[src/rtl/score_pkg.sv]
// Shared types and helpers for the score overlay.
//   conv_state_t : BCD conversion FSM states
//   bcd_digit_t  : one packed BCD nibble
//   digit_pix()  : pixels per digit sprite, folds at elaboration
package score_pkg;

    typedef enum logic [1:0] {
        IDLE  = 2'd0,
        SHIFT = 2'd1,
        LOAD  = 2'd2
    } conv_state_t;

    typedef logic [3:0] bcd_digit_t;

    function automatic int unsigned digit_pix(input int unsigned w, input int unsigned h);
        return w * h;
    endfunction

endpackage

[src/rtl/bcd_seq_conv.sv]
// Sequential double-dabble binary-to-BCD converter, one bit per cycle.
//   clk, rst_n : clock, synchronous active-low reset
//   start      : begin a conversion (ignored while busy)
//   bin        : binary value, snapshotted on an accepted start
//   busy       : conversion in progress
//   done       : high for the single LOAD cycle; bcd is final while done=1
//   bcd        : BCD shift register, NUM_DIGITS nibbles, MS nibble on top
module bcd_seq_conv
    import score_pkg::*;
#(
    parameter int unsigned SCORE_W    = 14,
    parameter int unsigned NUM_DIGITS = 4
) (
    input  logic                    clk,
    input  logic                    rst_n,
    input  logic                    start,
    input  logic [SCORE_W-1:0]      bin,
    output logic                    busy,
    output logic                    done,
    output logic [4*NUM_DIGITS-1:0] bcd
);

    localparam int unsigned BCD_W = 4 * NUM_DIGITS;
    localparam int unsigned CNT_W = $clog2(SCORE_W + 1);

    conv_state_t        state_q, state_d;
    logic [SCORE_W-1:0] bin_q, bin_d;
    logic [BCD_W-1:0]   acc_q, acc_d, adj;
    logic [CNT_W-1:0]   cnt_q, cnt_d;
    logic               busy_d, done_d;

    assign bcd = acc_q;

    // State and datapath registers
    always_ff @(posedge clk) begin
        if (!rst_n) begin
            state_q <= IDLE;
            bin_q   <= '0;
            acc_q   <= '0;
            cnt_q   <= '0;
            busy    <= 1'b0;
            done    <= 1'b0;
        end else begin
            state_q <= state_d;
            bin_q   <= bin_d;
            acc_q   <= acc_d;
            cnt_q   <= cnt_d;
            busy    <= busy_d;
            done    <= done_d;
        end
    end

    // Next-state, datapath and outputs
    always_comb begin
        state_d = state_q;
        bin_d   = bin_q;
        acc_d   = acc_q;
        cnt_d   = cnt_q;
        busy_d  = busy;
        done_d  = 1'b0;
        adj     = acc_q;

        // add-3 correction on every nibble >= 5 before the shift
        for (int i = 0; i < int'(NUM_DIGITS); i++) begin
            if (adj[4*i +: 4] >= 4'd5) begin
                adj[4*i +: 4] = adj[4*i +: 4] + 4'd3;
            end
        end

        case (state_q)
            IDLE: begin
                if (start) begin
                    bin_d   = bin;
                    acc_d   = '0;
                    cnt_d   = '0;
                    busy_d  = 1'b1;
                    state_d = SHIFT;
                end
            end
            SHIFT: begin
                acc_d = {adj[BCD_W-2:0], bin_q[SCORE_W-1]};
                bin_d = {bin_q[SCORE_W-2:0], 1'b0};
                cnt_d = cnt_q + CNT_W'(1);
                if (cnt_q == CNT_W'(SCORE_W - 1)) begin
                    done_d  = 1'b1;
                    state_d = LOAD;
                end
            end
            LOAD: begin
                busy_d  = 1'b0;
                state_d = IDLE;
            end
            default: begin
                busy_d  = 1'b0;
                state_d = IDLE;
            end
        endcase
    end

endmodule

[src/rtl/score_display_v2.sv]
// Score keeper and multi-digit sprite overlay.
//   Clk, Reset   : clock, synchronous active-low reset
//   add1, add2   : +1 point pulses; clear zeroes the score (priority)
//   frame_start  : vblank pulse, starts a BCD conversion of the score
//   DrawX, DrawY : current pixel
//   is_score     : registered hit flag for a visible digit pixel
//   score_addr   : registered digit-sprite ROM address (0 on miss)
//   score_value  : running score; high_score : best since reset
//   busy         : BCD conversion in progress
module score_display_v2
    import score_pkg::*;
#(
    parameter int unsigned NUM_DIGITS = 4,
    parameter int unsigned SCORE_W    = 14,
    parameter int unsigned SCORE_MAX  = 9999,
    parameter int unsigned DIGIT_W    = 30,
    parameter int unsigned DIGIT_H    = 40,
    parameter int unsigned GAP        = 4,
    parameter int unsigned ORIGIN_X   = 260,
    parameter int unsigned ORIGIN_Y   = 40,
    parameter int unsigned ROM_AW     = 19
) (
    input  logic               Clk,
    input  logic               Reset,
    input  logic               add1,
    input  logic               add2,
    input  logic               clear,
    input  logic               frame_start,
    input  logic [9:0]         DrawX,
    input  logic [9:0]         DrawY,
    output logic               is_score,
    output logic [ROM_AW-1:0]  score_addr,
    output logic [SCORE_W-1:0] score_value,
    output logic [SCORE_W-1:0] high_score,
    output logic               busy
);

    localparam int unsigned BCD_W     = 4 * NUM_DIGITS;
    localparam int unsigned SUM_W     = SCORE_W + 1;
    localparam int unsigned CW        = 11;
    localparam int unsigned PITCH     = DIGIT_W + GAP;
    localparam int unsigned DIGIT_PIX = digit_pix(DIGIT_W, DIGIT_H);

    logic [SUM_W-1:0]   sum;
    logic [SCORE_W-1:0] score_d, high_d;
    logic [BCD_W-1:0]   shown, conv_bcd;
    logic               conv_done;

    logic [CW-1:0]      rel_x, rel_y, sel_dx;
    logic               in_x, in_y, lead_zero, hit_d;
    bcd_digit_t         dig, sel_d;
    logic [ROM_AW-1:0]  addr_d;

    bcd_seq_conv #(
        .SCORE_W    (SCORE_W),
        .NUM_DIGITS (NUM_DIGITS)
    ) u_conv (
        .clk   (Clk),
        .rst_n (Reset),
        .start (frame_start),
        .bin   (score_value),
        .busy  (busy),
        .done  (conv_done),
        .bcd   (conv_bcd)
    );

    // Saturating score with clear priority; high score tracks the next score
    always_comb begin
        sum = SUM_W'(score_value) + SUM_W'(add1) + SUM_W'(add2);
        if (clear) begin
            score_d = '0;
        end else if (sum > SUM_W'(SCORE_MAX)) begin
            score_d = SCORE_W'(SCORE_MAX);
        end else begin
            score_d = sum[SCORE_W-1:0];
        end
        high_d = (score_d > high_score) ? score_d : high_score;
    end

    // Cell hit test with leading-zero suppression (digit 0 is leftmost)
    always_comb begin
        in_x      = CW'(DrawX) >= CW'(ORIGIN_X);
        in_y      = (CW'(DrawY) >= CW'(ORIGIN_Y)) && (CW'(DrawY) < CW'(ORIGIN_Y + DIGIT_H));
        rel_x     = CW'(DrawX) - CW'(ORIGIN_X);
        rel_y     = CW'(DrawY) - CW'(ORIGIN_Y);
        lead_zero = 1'b1;
        hit_d     = 1'b0;
        dig       = '0;
        sel_d     = '0;
        sel_dx    = '0;
        for (int i = 0; i < int'(NUM_DIGITS); i++) begin
            dig       = shown[4*(int'(NUM_DIGITS) - 1 - i) +: 4];
            lead_zero = lead_zero && (dig == 4'd0);
            if (in_x && in_y
                && rel_x >= CW'(i * int'(PITCH))
                && rel_x <  CW'(i * int'(PITCH) + int'(DIGIT_W))
                && !(lead_zero && i != int'(NUM_DIGITS) - 1)) begin
                hit_d  = 1'b1;
                sel_d  = dig;
                sel_dx = rel_x - CW'(i * int'(PITCH));
            end
        end
        addr_d = hit_d ? (ROM_AW'(sel_d) * ROM_AW'(DIGIT_PIX)
                          + ROM_AW'(rel_y) * ROM_AW'(DIGIT_W)
                          + ROM_AW'(sel_dx))
                       : '0;
    end

    // Score, shown digits and pixel output registers
    always_ff @(posedge Clk) begin
        if (!Reset) begin
            score_value <= '0;
            high_score  <= '0;
            shown       <= '0;
            is_score    <= 1'b0;
            score_addr  <= '0;
        end else begin
            score_value <= score_d;
            high_score  <= high_d;
            if (conv_done) begin
                shown <= conv_bcd;
            end
            is_score    <= hit_d;
            score_addr  <= addr_d;
        end
    end

endmodule

[config.mk]
export PLATFORM = sky130hd
export DESIGN_NAME = score_display_v2
export DESIGN_NICKNAME = d
export VERILOG_FILES = /design/src/rtl/score_pkg.sv /design/src/rtl/bcd_seq_conv.sv /design/src/rtl/score_display_v2.sv
export SDC_FILE = /design/constraint.sdc
export NUM_CORES = 1
export LEC_CHECK = 0
export BUFFER_PORTS_ARGS = -buffer_cell sky130_fd_sc_hd__buf_2
export CAP_MARGIN = 20
export CORE_MARGIN = 2
export CORE_UTILIZATION = 55
export DETAILED_ROUTE_END_ITERATION = 10
export GPL_ROUTABILITY_DRIVEN = 1
export PLACE_DENSITY_LB_ADDON = 0.15
export SYNTH_ARGS = -nofsm -noshare
export SYNTH_HDL_FRONTEND = slang
export SYNTH_HIERARCHICAL = 1
export SYNTH_SLANG_ARGS = --single-unit
[constraint.sdc]
create_clock -name Clk -period 8.4 [get_ports Clk]
set_input_delay 0.84 -clock Clk [delete_from_list [all_inputs] [get_ports Clk]]
set_output_delay 0.84 -clock Clk [all_outputs]
set_load 0.01 [all_outputs]
==> reports/metrics.csv, run 1 <==
stage,metric,value,unit
synthesis,Async SR Flop Fraction,0,%
final_layout,diode count,0,
detailed_routing,Routed WL,17.5,mm
detailed_routing,Iter 0 DRT Violations,359,
clock_tree,worst skew pair latency,0.36,ns
clock_tree,CTS root buf,clkbuf_16,
power_and_ir_drop,combinational power share,40.7,%
floorplan,Top Ports,75,
clock_tree,TritonCTS buffer count,9,
worst_setup_path,Worst setup SP type,input port,
floorplan,Cell Rows,43,
detailed_routing,DR DRC count,0,
flow_run,Max-Cap Viols,0,
power_and_ir_drop,clock share of power,28.0,%
detailed_routing,Vias/cell,5.67,
final_layout,filler cell count,1279,
synthesis,library cells used by synthesis,76,
clock_tree,H-tree Lvls,3,
grt,Overall Global Routing Usage,24.1,%
worst_hold_path,WHS Path Cells,1,
placed_design,GPL Wtd Cong,0.944,
grt,number of global-route vias before repair,6200,
sta,Slew Limit Fails,0,
grt,largest net degree at the start of global routing,53,
worst_setup_path,Critical Path AT,7.52,ns
worst_setup_path,Crit. End Element,flip-flop,
clock_tree,Hold Buf Count CTS,0,
sta,final hold violations,0,
synthesis,top_reg_cell synth,dfxtp_1,
worst_setup_path,Crit Reg-Reg Endpoint,score_addr[15]$_SDFF_PN0_,
worst_hold_path,end of the worst hold path,high_score[10]$_SDFFE_PN0N_,
power_and_ir_drop,Net Sw Power,571,uW
grt,initial antenna violation count,2,
placed_design,Final HPWL DP,13.5,mm
synthesis,Post-synth EDFFs,0,
final_layout,Layout Cells excl Fill,1162,
synthesis,sequential fraction of the synthesis area,25.3,%
power_and_ir_drop,maximum vdd ir drop,170,uV
detailed_routing,wire length per cell,15.1,um
synthesis,"top cells by count, synth","dfxtp_1, ha_1, nor2_1, inv_1, a21oi_1",
sta,min Tclk post-route,7.31,ns
power_and_ir_drop,Pwr Density,181,nW/um^2
synthesis,top cell type's share of synthesized area,25.3,%
sta,clk_skew,0.00809,ns
synthesis,"flops & latches, synth",100,
clock_tree,Resized Gates After CTS,0,
detailed_routing,DR pass1 iterations,5,
floorplan,core footprint,14000,sq um
grt,first-pass GRT wire length,29.5,mm
placed_design,placed insts,1146,
synthesis,synthesized area,7930,sq um
power_and_ir_drop,Total Power,1560,uW
sta,Slew headroom,37.2,%
synthesis,largest area contributor in the netlist,dfxtp_1,
power_and_ir_drop,Sw Share,36.6,%
outcome,status,finished clean,
power_and_ir_drop,Flop pwr share,31.3,%
grt,GR Overflow Total,0,
sta,Fin Setup TNS,0,ns
synthesis,Synth area leaders,"dfxtp_1, ha_1, fa_1, nor2_1, inv_1",
worst_setup_path,worst r2r path cells,24,
detailed_routing,via count,6592,
worst_setup_path,worst reg-to-reg setup slack,2.18,ns
placed_design,PortBufs,72,
worst_setup_path,worst setup path class,input port to flip-flop,
synthesis,top-count cell post-synth,dfxtp_1,
final_layout,synth-to-layout area growth,8.89,%
sta,Fmax,137,MHz
final_layout,Reg area,2000,sq um
floorplan,die area,15400,sq um
worst_setup_path,Worst R2R Start,shown[12]$_SDFFE_PN0P_,
final_layout,fin util,61.7,%
clock_tree,"CTS clk-pin slew, worst paths",0.07,ns
floorplan,die height,124,um
final_layout,area occupied by multi-input gates,5400,sq um
final_layout,fin nets,1117,
final_layout,layout cell share with drive strength beyond 1,12.8,%
worst_hold_path,HP Class,flip-flop to flip-flop,
clock_tree,Setup Buffers After CTS,0,
synthesis,Mapped Cells,928,
clock_tree,# clock sinks,100,
sta,"Setup violations, final",0,
worst_hold_path,min-delay src,high_score[10]$_SDFFE_PN0N_,
sta,RSZ-0062 raised after global routing,no,
clock_tree,Longest Clk Path Bufs,2,
power_and_ir_drop,P_leak,0.00385,uW
synthesis,Synth Warn #,6,
worst_setup_path,required time worst endpoint,8.61,ns
floorplan,initial core utilization,56.7,%
synthesis,mean area per synthesized cell,8.54,sq um
floorplan,chip width,124,um
clock_tree,CTS tree,yes,
detailed_routing,Detail Route Antenna Nets,0,
power_and_ir_drop,Pint,990,uW
worst_setup_path,crit path max fanout,12,
sta,worst-margin pin slew,0.940,ns
sta,Tcrit/Tclk final,87.0,%
==> metal layers <==
layer	vias to the layer above	track usage (%)	share of wire, %
met5	-	0	0.15
met4	4	7.44	2.3
met3	35	4.35	4.3
met2	162	40.7	47
met1	3066	31.3	46
li1	3325	-	-
==> worst max-delay path by stage <==
stage / end / cells past startpoint / from / slack, ns
2_1_floorplan: score_addr[15]$_SDFF_PN0_ / 27 / DrawX[2] / 1.56
3_3_place_gp: score_addr[15]$_SDFF_PN0_ / 26 / DrawX[2] / 0.99
3_5_place_dp: score_addr[15]$_SDFF_PN0_ / 27 / DrawX[2] / 0.82
4_1_cts: score_addr[15]$_SDFF_PN0_ / 27 / DrawX[2] / 1.16
5_1_grt: score_addr[16]$_SDFF_PN0_ / 26 / DrawX[2] / 0.63
6_report: score_addr[15]$_SDFF_PN0_ / 27 / DrawX[2] / 1.09
==> area by class of cell <==
class / count / area share, %
multi-input combinational: 708 / 62.6
sequential: 100 / 23.2
timing repair buffer: 74 / 4.35
inverter: 84 / 3.65
clock buffer: 10 / 2.77
tap: 180 / 2.61
clock inverter: 6 / 0.812
==> logic make-up (layout without fill, tap and decap cells) <==
group                      Yosys count  count (layout)  share of synthesized area, %
and+or+nand+nor                    294             294                          18.9
AOI/OAI and AO/OA                  214             214                          18.6
buffers and inverters              121             174                          6.69
adders and majority gates          114             114                          20.6
DFF                                100             100                          25.3
xor gates and xnor gates            60              60                          6.73
muxes                               24              24                          3.13
other                                1               2                        0.0473
==> state kept, by name (all words and copies together) (netlist names) <==
signal          count
u_conv/done         1
u_conv/busy         1
high_score         14
u_conv/cnt_q        4
u_conv/bcd         16
score_value        14
is_score            1
u_conv/bin_q       14
shown              16
score_addr         17
u_conv/state_q      2
==> worst max-delay path, stage by stage <==
cell,delay [ns]
buf_2,0.24
inv_1,0.15
ha_1,0.35
xnor2_2,0.42
nand2_1,0.14
or4b_1,0.47
or4_4,0.46
a21oi_4,0.32
a222oi_1,0.22
a21oi_2,0.30
ha_1,0.30
fa_1,0.44
ha_1,0.33
a31oi_1,0.24
nor2b_1,0.09
o21a_1,0.19
o21a_1,0.18
nor2_1,0.13
ha_1,0.25
ha_1,0.33
or2_2,0.30
a21oi_1,0.15
a31oi_1,0.08
a21o_1,0.21
a21oi_1,0.17
xor2_1,0.16
nor2_1,0.05
==> stage by stage <==
step	area [sq um]	setup slack [ns]	hold WS, ns
final	8630	1.09	0.482
after global routing	8630	0.631	0.508
after CTS	8630	1.16	0.488
after detailed placement	8320	0.820	0.471
after global placement	8320	0.987	0.464
after floorplan	7930	1.56	0.444
==> power groups by stage <==
stage	Sequential, uW	Combinational [uW]	Clock, uW
3_5_place_dp	500	632	0
5_1_grt	490	718	464
4_1_cts	489	638	445
2_1_floorplan	499	497	0
6_report	489	635	437
3_3_place_gp	500	625	0
==> layout by cell type, fill, tap and decap left out, drive strengths merged, types with 6 or more instances in the layout <==
| cell type | count |
|---|---|
| dfxtp | 100 |
| o21ai | 41 |
| ha | 87 |
| nor2 | 85 |
| fa | 27 |
| nand4 | 6 |
| nor3b | 6 |
| a21boi | 7 |
| a21oi | 61 |
| a21o | 7 |
| nand3 | 27 |
| nor3 | 19 |
| o31ai | 10 |
| and2 | 8 |
| nor2b | 35 |
| xnor2 | 31 |
| mux2 | 6 |
| nand2 | 59 |
| mux2i | 18 |
| a22o | 9 |
| o211ai | 8 |
| nand2b | 16 |
| o21a | 7 |
| xor2 | 29 |
| or2 | 11 |
| o221ai | 12 |
| inv | 86 |
| buf | 74 |
| and3 | 6 |
| clkbuf | 10 |
Power figures use the tool's default switching activity.
==> run 2: changes to the inputs <==
--- a/config.mk
+++ b/config.mk
@@ -9,6 +9,7 @@
 export CAP_MARGIN = 20
 export CORE_MARGIN = 2
 export CORE_UTILIZATION = 55
+export CTS_BUF_LIST = sky130_fd_sc_hd__clkbuf_8
 export DETAILED_ROUTE_END_ITERATION = 10
 export GPL_ROUTABILITY_DRIVEN = 1
 export PLACE_DENSITY_LB_ADDON = 0.15
==> run 2 against run 1 <==
Effect of this change: largest power group unchanged; sequential share of layout area is 0.28 points higher; die area stayed put; via count is 0.39% lower; design area is 1.2% lower; register-to-register slack worse by 0.03 ns; clock skew is 0.0080 ns higher; combinational power hardly changed; core utilization is 0.72 points lower; flip-flop and latch count stayed put; worst hold slack better by 0.0041 ns; critical endpoint unchanged; critical path type unchanged.
==> reports/metrics.csv, run 2 (same netlist as run 1, synthesis figures left out) <==
stage,metric,value,unit
worst_setup_path,required time worst endpoint,8.64,ns
clock_tree,# clock sinks,100,
sta,Slew headroom,37.2,%
clock_tree,TritonCTS buffer count,9,
sta,min Tclk post-route,7.29,ns
floorplan,core footprint,14000,sq um
worst_setup_path,Crit Reg-Reg Endpoint,score_addr[15]$_SDFF_PN0_,
sta,Slew Limit Fails,0,
floorplan,Cell Rows,43,
floorplan,die height,124,um
grt,number of global-route vias before repair,6230,
outcome,status,finished clean,
final_layout,fin nets,1117,
sta,clk_skew,0.0161,ns
clock_tree,Resized Gates After CTS,0,
final_layout,fin util,61.0,%
worst_setup_path,worst setup path class,input port to flip-flop,
sta,RSZ-0062 raised after global routing,no,
final_layout,most frequent cells in the layout,"dfxtp_1, ha_1, nor2_1, inv_1, buf_2",
placed_design,Final HPWL DP,13.5,mm
placed_design,Placement Cell Area,8320,sq um
worst_setup_path,worst r2r path cells,24,
placed_design,PortBufs,72,
sta,Fmax,137,MHz
final_layout,layout cell share with drive strength beyond 1,12.8,%
final_layout,"commonest non-fill, non-tap cell in the layout",dfxtp_1,
grt,met1 GRT Util,31.3,%
sta,final hold violations,0,
grt,initial antenna violation count,2,
worst_setup_path,Worst setup SP type,input port,
final_layout,Largest register FFs,17,
detailed_routing,DR DRC count,0,
floorplan,chip width,124,um
worst_setup_path,worst reg-to-reg setup slack,2.15,ns
final_layout,synth-to-layout area growth,7.61,%
power_and_ir_drop,P_leak,0.00380,uW
grt,GR Util met3,4.49,%
detailed_routing,via count,6566,
worst_hold_path,HP Class,flip-flop to flip-flop,
floorplan,initial core utilization,56.7,%
worst_setup_path,Worst R2R Start,shown[12]$_SDFFE_PN0P_,
clock_tree,Longest Clk Path Bufs,2,
detailed_routing,Vias/cell,5.65,
detailed_routing,Detail Route Antenna Nets,0,
clock_tree,worst skew pair latency,0.39,ns
worst_setup_path,Critical path destination,score_addr[15]$_SDFF_PN0_,
clock_tree,Hold Buf Count CTS,0,
floorplan,die area,15400,sq um
sta,Fin Setup TNS,0,ns
final_layout,filler cell count,1288,
floorplan,Top Ports,75,
worst_setup_path,Critical Path AT,7.53,ns
worst_setup_path,crit path max fanout,12,
detailed_routing,wire length per cell,15.0,um
grt,met2 usage,40.5,%
power_and_ir_drop,Pwr Density,171,nW/um^2
grt,first-pass GRT wire length,29.5,mm
sta,Tcrit/Tclk final,86.8,%
grt,largest net degree at the start of global routing,53,
worst_setup_path,Crit. End Element,flip-flop,
clock_tree,H-tree Lvls,3,
clock_tree,CTS tree,yes,
placed_design,GPL Wtd Cong,0.944,
sta,"Setup violations, final",0,
worst_setup_path,Worst Setup SP,DrawX[2],
flow_run,Max-Cap Viols,0,
clock_tree,Setup Buffers After CTS,0,
grt,GR Overflow Total,0,
grt,Overall Global Routing Usage,24.2,%
final_layout,Largest Register,score_addr,
detailed_routing,Iter 0 DRT Violations,371,
sta,worst-margin pin slew,0.940,ns
clock_tree,"CTS clk-pin slew, worst paths",0.10,ns
power_and_ir_drop,maximum vdd ir drop,116,uV
final_layout,diode count,0,
final_layout,final instance area,8530,sq um
detailed_routing,DR pass1 iterations,5,
detailed_routing,Routed WL,17.5,mm
clock_tree,CTS root buf,clkbuf_8,
grt,grt peak-use layer,met2,
## run 2: worst max-delay path, cell delays in order
cell,delay [ns]
buf_2,0.24
inv_1,0.15
ha_1,0.35
xnor2_2,0.42
nand2_1,0.14
or4b_1,0.47
or4_4,0.46
a21oi_4,0.32
a222oi_1,0.22
a21oi_2,0.30
ha_1,0.30
fa_1,0.44
ha_1,0.33
a31oi_1,0.26
nor2b_1,0.09
o21a_1,0.19
o21a_1,0.18
nor2_1,0.13
ha_1,0.25
ha_1,0.33
or2_2,0.30
a21oi_1,0.15
a31oi_1,0.08
a21o_1,0.21
a21oi_1,0.16
xor2_1,0.16
nor2_1,0.05
## run 2: per-layer routing
metal  wire, um  vias up  part of all wire (%)
met4        456        4                   2.6
met5         26        -                  0.15
met1       8000     3058                    46
met2       8230      144                    47
met3        736       35                   4.2
li1           -     3325                     -
## run 2: power breakdown
part           internal (uW)  total, uW  leakage (uW)  switching, uW
sequential               482        489      0.000809           7.28
combinational            266        635       0.00289            369
clock                    149        332      0.000101            184
total                    897       1460       0.00380            560
## run 2: cell type report
class,count,area [sq um],area share (%)
flip-flops and latches,100,2000,23.5
inverters,84,315,3.70
multi-input cells,708,5400,63.4
well taps,180,225,2.64
repair buffers,74,375,4.40
clock buffers,10,138,1.61
clock inverters,6,70.1,0.822
## run 2: worst min-delay path by stage
stage / startpoint / endpoint / cells after the start
after floorplan: u_conv/bcd[13]$_SDFFE_PN0P_ / u_conv/bcd[13]$_SDFFE_PN0P_ / 2
after global placement: high_score[10]$_SDFFE_PN0N_ / high_score[10]$_SDFFE_PN0N_ / 1
after detailed placement: high_score[10]$_SDFFE_PN0N_ / high_score[10]$_SDFFE_PN0N_ / 1
after CTS: high_score[8]$_SDFFE_PN0N_ / high_score[8]$_SDFFE_PN0N_ / 1
after global routing: high_score[10]$_SDFFE_PN0N_ / high_score[10]$_SDFFE_PN0N_ / 1
final: high_score[10]$_SDFFE_PN0N_ / high_score[10]$_SDFFE_PN0N_ / 1
## run 2: through the flow
| stage | hold slack (ns) | cells | worst slack (ns) | power [uW] |
|---|---|---|---|---|
| 2_1_floorplan | 0.444 | 929 | 1.56 | 996 |
| 3_3_place_gp | 0.464 | 1146 | 0.987 | 1130 |
| 3_5_place_dp | 0.471 | 1146 | 0.820 | 1130 |
| 4_1_cts | 0.493 | 1162 | 1.20 | 1470 |
| 5_1_grt | 0.513 | 1162 | 0.679 | 1570 |
| 6_report | 0.487 | 1162 | 1.11 | 1460 |
==> run 3: changes to the inputs <==
==> constraint.sdc (replaced) <==
create_clock -name Clk -period 6.4 [get_ports Clk]
set_input_delay 0.64 -clock Clk [delete_from_list [all_inputs] [get_ports Clk]]
set_output_delay 0.64 -clock Clk [all_outputs]
set_load 0.01 [all_outputs]
==> run 3 against run 2 <==
Effect of this change: first-iteration DRC count down 8.9%; wire length is 4.8% higher; total power is 32% higher; die area unchanged; highest routed layer unchanged.
==> reports/metrics.csv, run 3 (same netlist as run 1, synthesis figures left out) <==
stage,metric,value,unit
sta,clk_skew,0.0106,ns
power_and_ir_drop,Net Sw Power,746,uW
placed_design,pre-CTS setup slack,-0.0535,ns
grt,Overall Global Routing Usage,24.8,%
floorplan,core footprint,14000,sq um
sta,RSZ-0062 raised after global routing,no,
power_and_ir_drop,combinational power share,44.1,%
sta,worst-margin pin slew,0.904,ns
worst_setup_path,Worst setup SP type,input port,
placed_design,PortBufs,72,
floorplan,die area,15400,sq um
final_layout,synth-to-layout area growth,11.1,%
clock_tree,"CTS clk-pin slew, worst paths",0.10,ns
final_layout,diode count,0,
detailed_routing,Detail Route Antenna Nets,0,
power_and_ir_drop,Sw Share,38.8,%
placed_design,Final HPWL DP,14.1,mm
sta,final hold violations,0,
clock_tree,Longest Clk Path Bufs,2,
detailed_routing,DR pass1 iterations,4,
final_layout,most frequent cells in the layout,"dfxtp_1, nor2_1, inv_1, ha_1, buf_2",
floorplan,chip width,124,um
clock_tree,worst skew pair latency,0.39,ns
clock_tree,# clock sinks,100,
detailed_routing,Vias/cell,5.62,
clock_tree,CTS root buf,clkbuf_8,
sta,Tcrit/Tclk final,93.2,%
sta,min Tclk post-route,5.97,ns
detailed_routing,Iter 0 DRT Violations,338,
power_and_ir_drop,Flop pwr share,33.4,%
sta,Slew headroom,39.6,%
clock_tree,Hold Buf Count CTS,0,
sta,final worst slack,0.433,ns
grt,first-pass GRT wire length,30.4,mm
clock_tree,Resized Gates After CTS,0,
final_layout,fin nets,1146,
final_layout,Largest Register,score_addr,
clock_tree,TritonCTS buffer count,9,
worst_setup_path,Crit. End Element,flip-flop,
final_layout,filler cell count,1240,
floorplan,initial core utilization,56.7,%
worst_hold_path,HP Class,flip-flop to flip-flop,
power_and_ir_drop,P_leak,0.00394,uW
final_layout,layout cell share with drive strength beyond 1,16.0,%
detailed_routing,wire length per cell,15.4,um
worst_setup_path,worst setup path class,input port to flip-flop,
detailed_routing,via count,6690,
clock_tree,CTS tree,yes,
grt,initial antenna violation count,2,
worst_setup_path,crit path max fanout,5,
final_layout,Largest register FFs,17,
final_layout,"commonest non-fill, non-tap cell in the layout",dfxtp_1,
floorplan,Cell Rows,43,
power_and_ir_drop,Total Power,1920,uW
grt,GR Overflow Total,0,
sta,Slew Limit Fails,0,
detailed_routing,DR DRC count,0,
placed_design,GPL Wtd Cong,0.925,
worst_setup_path,required time worst endpoint,6.65,ns
power_and_ir_drop,maximum vdd ir drop,232,uV
power_and_ir_drop,Pint,1180,uW
grt,number of global-route vias before repair,6327,
power_and_ir_drop,Pwr Density,218,nW/um^2
flow_run,Max-Cap Viols,0,
worst_setup_path,Critical Path AT,6.22,ns
floorplan,Top Ports,75,
sta,Fmax,168,MHz
floorplan,die height,124,um
sta,"Setup violations, final",0,
power_and_ir_drop,clock share of power,22.5,%
outcome,status,finished clean,
clock_tree,Setup Buffers After CTS,0,
clock_tree,H-tree Lvls,3,
detailed_routing,Routed WL,18.3,mm
grt,largest net degree at the start of global routing,53,
run 3: area by class of cell:
| cell class | instances | area (sq um) | area share, % |
|---|---|---|---|
| Multi-Input combinational cell | 708 | 5460 | 62.0 |
| Sequential cell | 100 | 2000 | 22.7 |
| Timing Repair Buffer | 103 | 593 | 6.73 |
| Inverter | 84 | 315 | 3.58 |
| Tap cell | 180 | 225 | 2.56 |
| Clock buffer | 9 | 124 | 1.41 |
| Clock inverter | 7 | 86.3 | 0.980 |
run 3: worst paths after layout:
path,from,end,slack [ns],cells after the start
min reg2reg,high_score[9]$_SDFFE_PN0N_,high_score[9]$_SDFFE_PN0N_,0.49,1
min,high_score[9]$_SDFFE_PN0N_,high_score[9]$_SDFFE_PN0N_,0.49,1
max reg2reg,shown[10]$_SDFFE_PN0P_,score_addr[15]$_SDFF_PN0_,0.92,23
max,DrawX[3],score_addr[15]$_SDFF_PN0_,0.43,27
run 3: routing by layer:
metal | wire [um] | vias to the layer above | track usage (%)
met4 | 475 | 4 | 8.50
met1 | 8290 | 3109 | 31.2
met5 | 27 | - | 0
li1 | - | 3387 | -
met2 | 8740 | 150 | 42.6
met3 | 750 | 40 | 4.53
run 3: critical path, stage by stage:
cell and delay, ns:
buf_2 0.11, inv_1 0.14, ha_4 0.20, xnor2_4 0.11
nand2_1 0.09, or4b_1 0.49, or4_4 0.47, a21oi_4 0.20
a222oi_1 0.16, a21oi_2 0.17, buf_4 0.15, ha_1 0.18
fa_2 0.47, ha_2 0.21, a21o_1 0.17, a21oi_2 0.17
xnor2_1 0.10, fa_1 0.50, inv_1 0.04, ha_1 0.34
and3_1 0.17, a21oi_1 0.19, a31oi_1 0.16, a21o_1 0.21
a21oi_1 0.16, xor2_1 0.15, nor2_1 0.05
run 3: stage by stage:
stage	setup TNS [ns]	hold WS (ns)	instances	area [sq um]	util [%]
2_1_floorplan	0	0.444	929	7970	-
3_3_place_gp	0	0.469	1175	8580	61.3
3_5_place_dp	-0.109	0.480	1175	8580	61.3
4_1_cts	0	0.498	1191	8790	62.8
5_1_grt	0	0.521	1191	8810	63.0
6_report	0	0.494	1191	8810	63.0
run 3: power by group through the flow:
stage	clock network (uW)	logic (uW)	registers (uW)
after floorplan	0	654	655
after global placement	0	830	657
after detailed placement	0	843	657
after CTS	448	849	643
after global routing	465	968	645
final	433	848	643
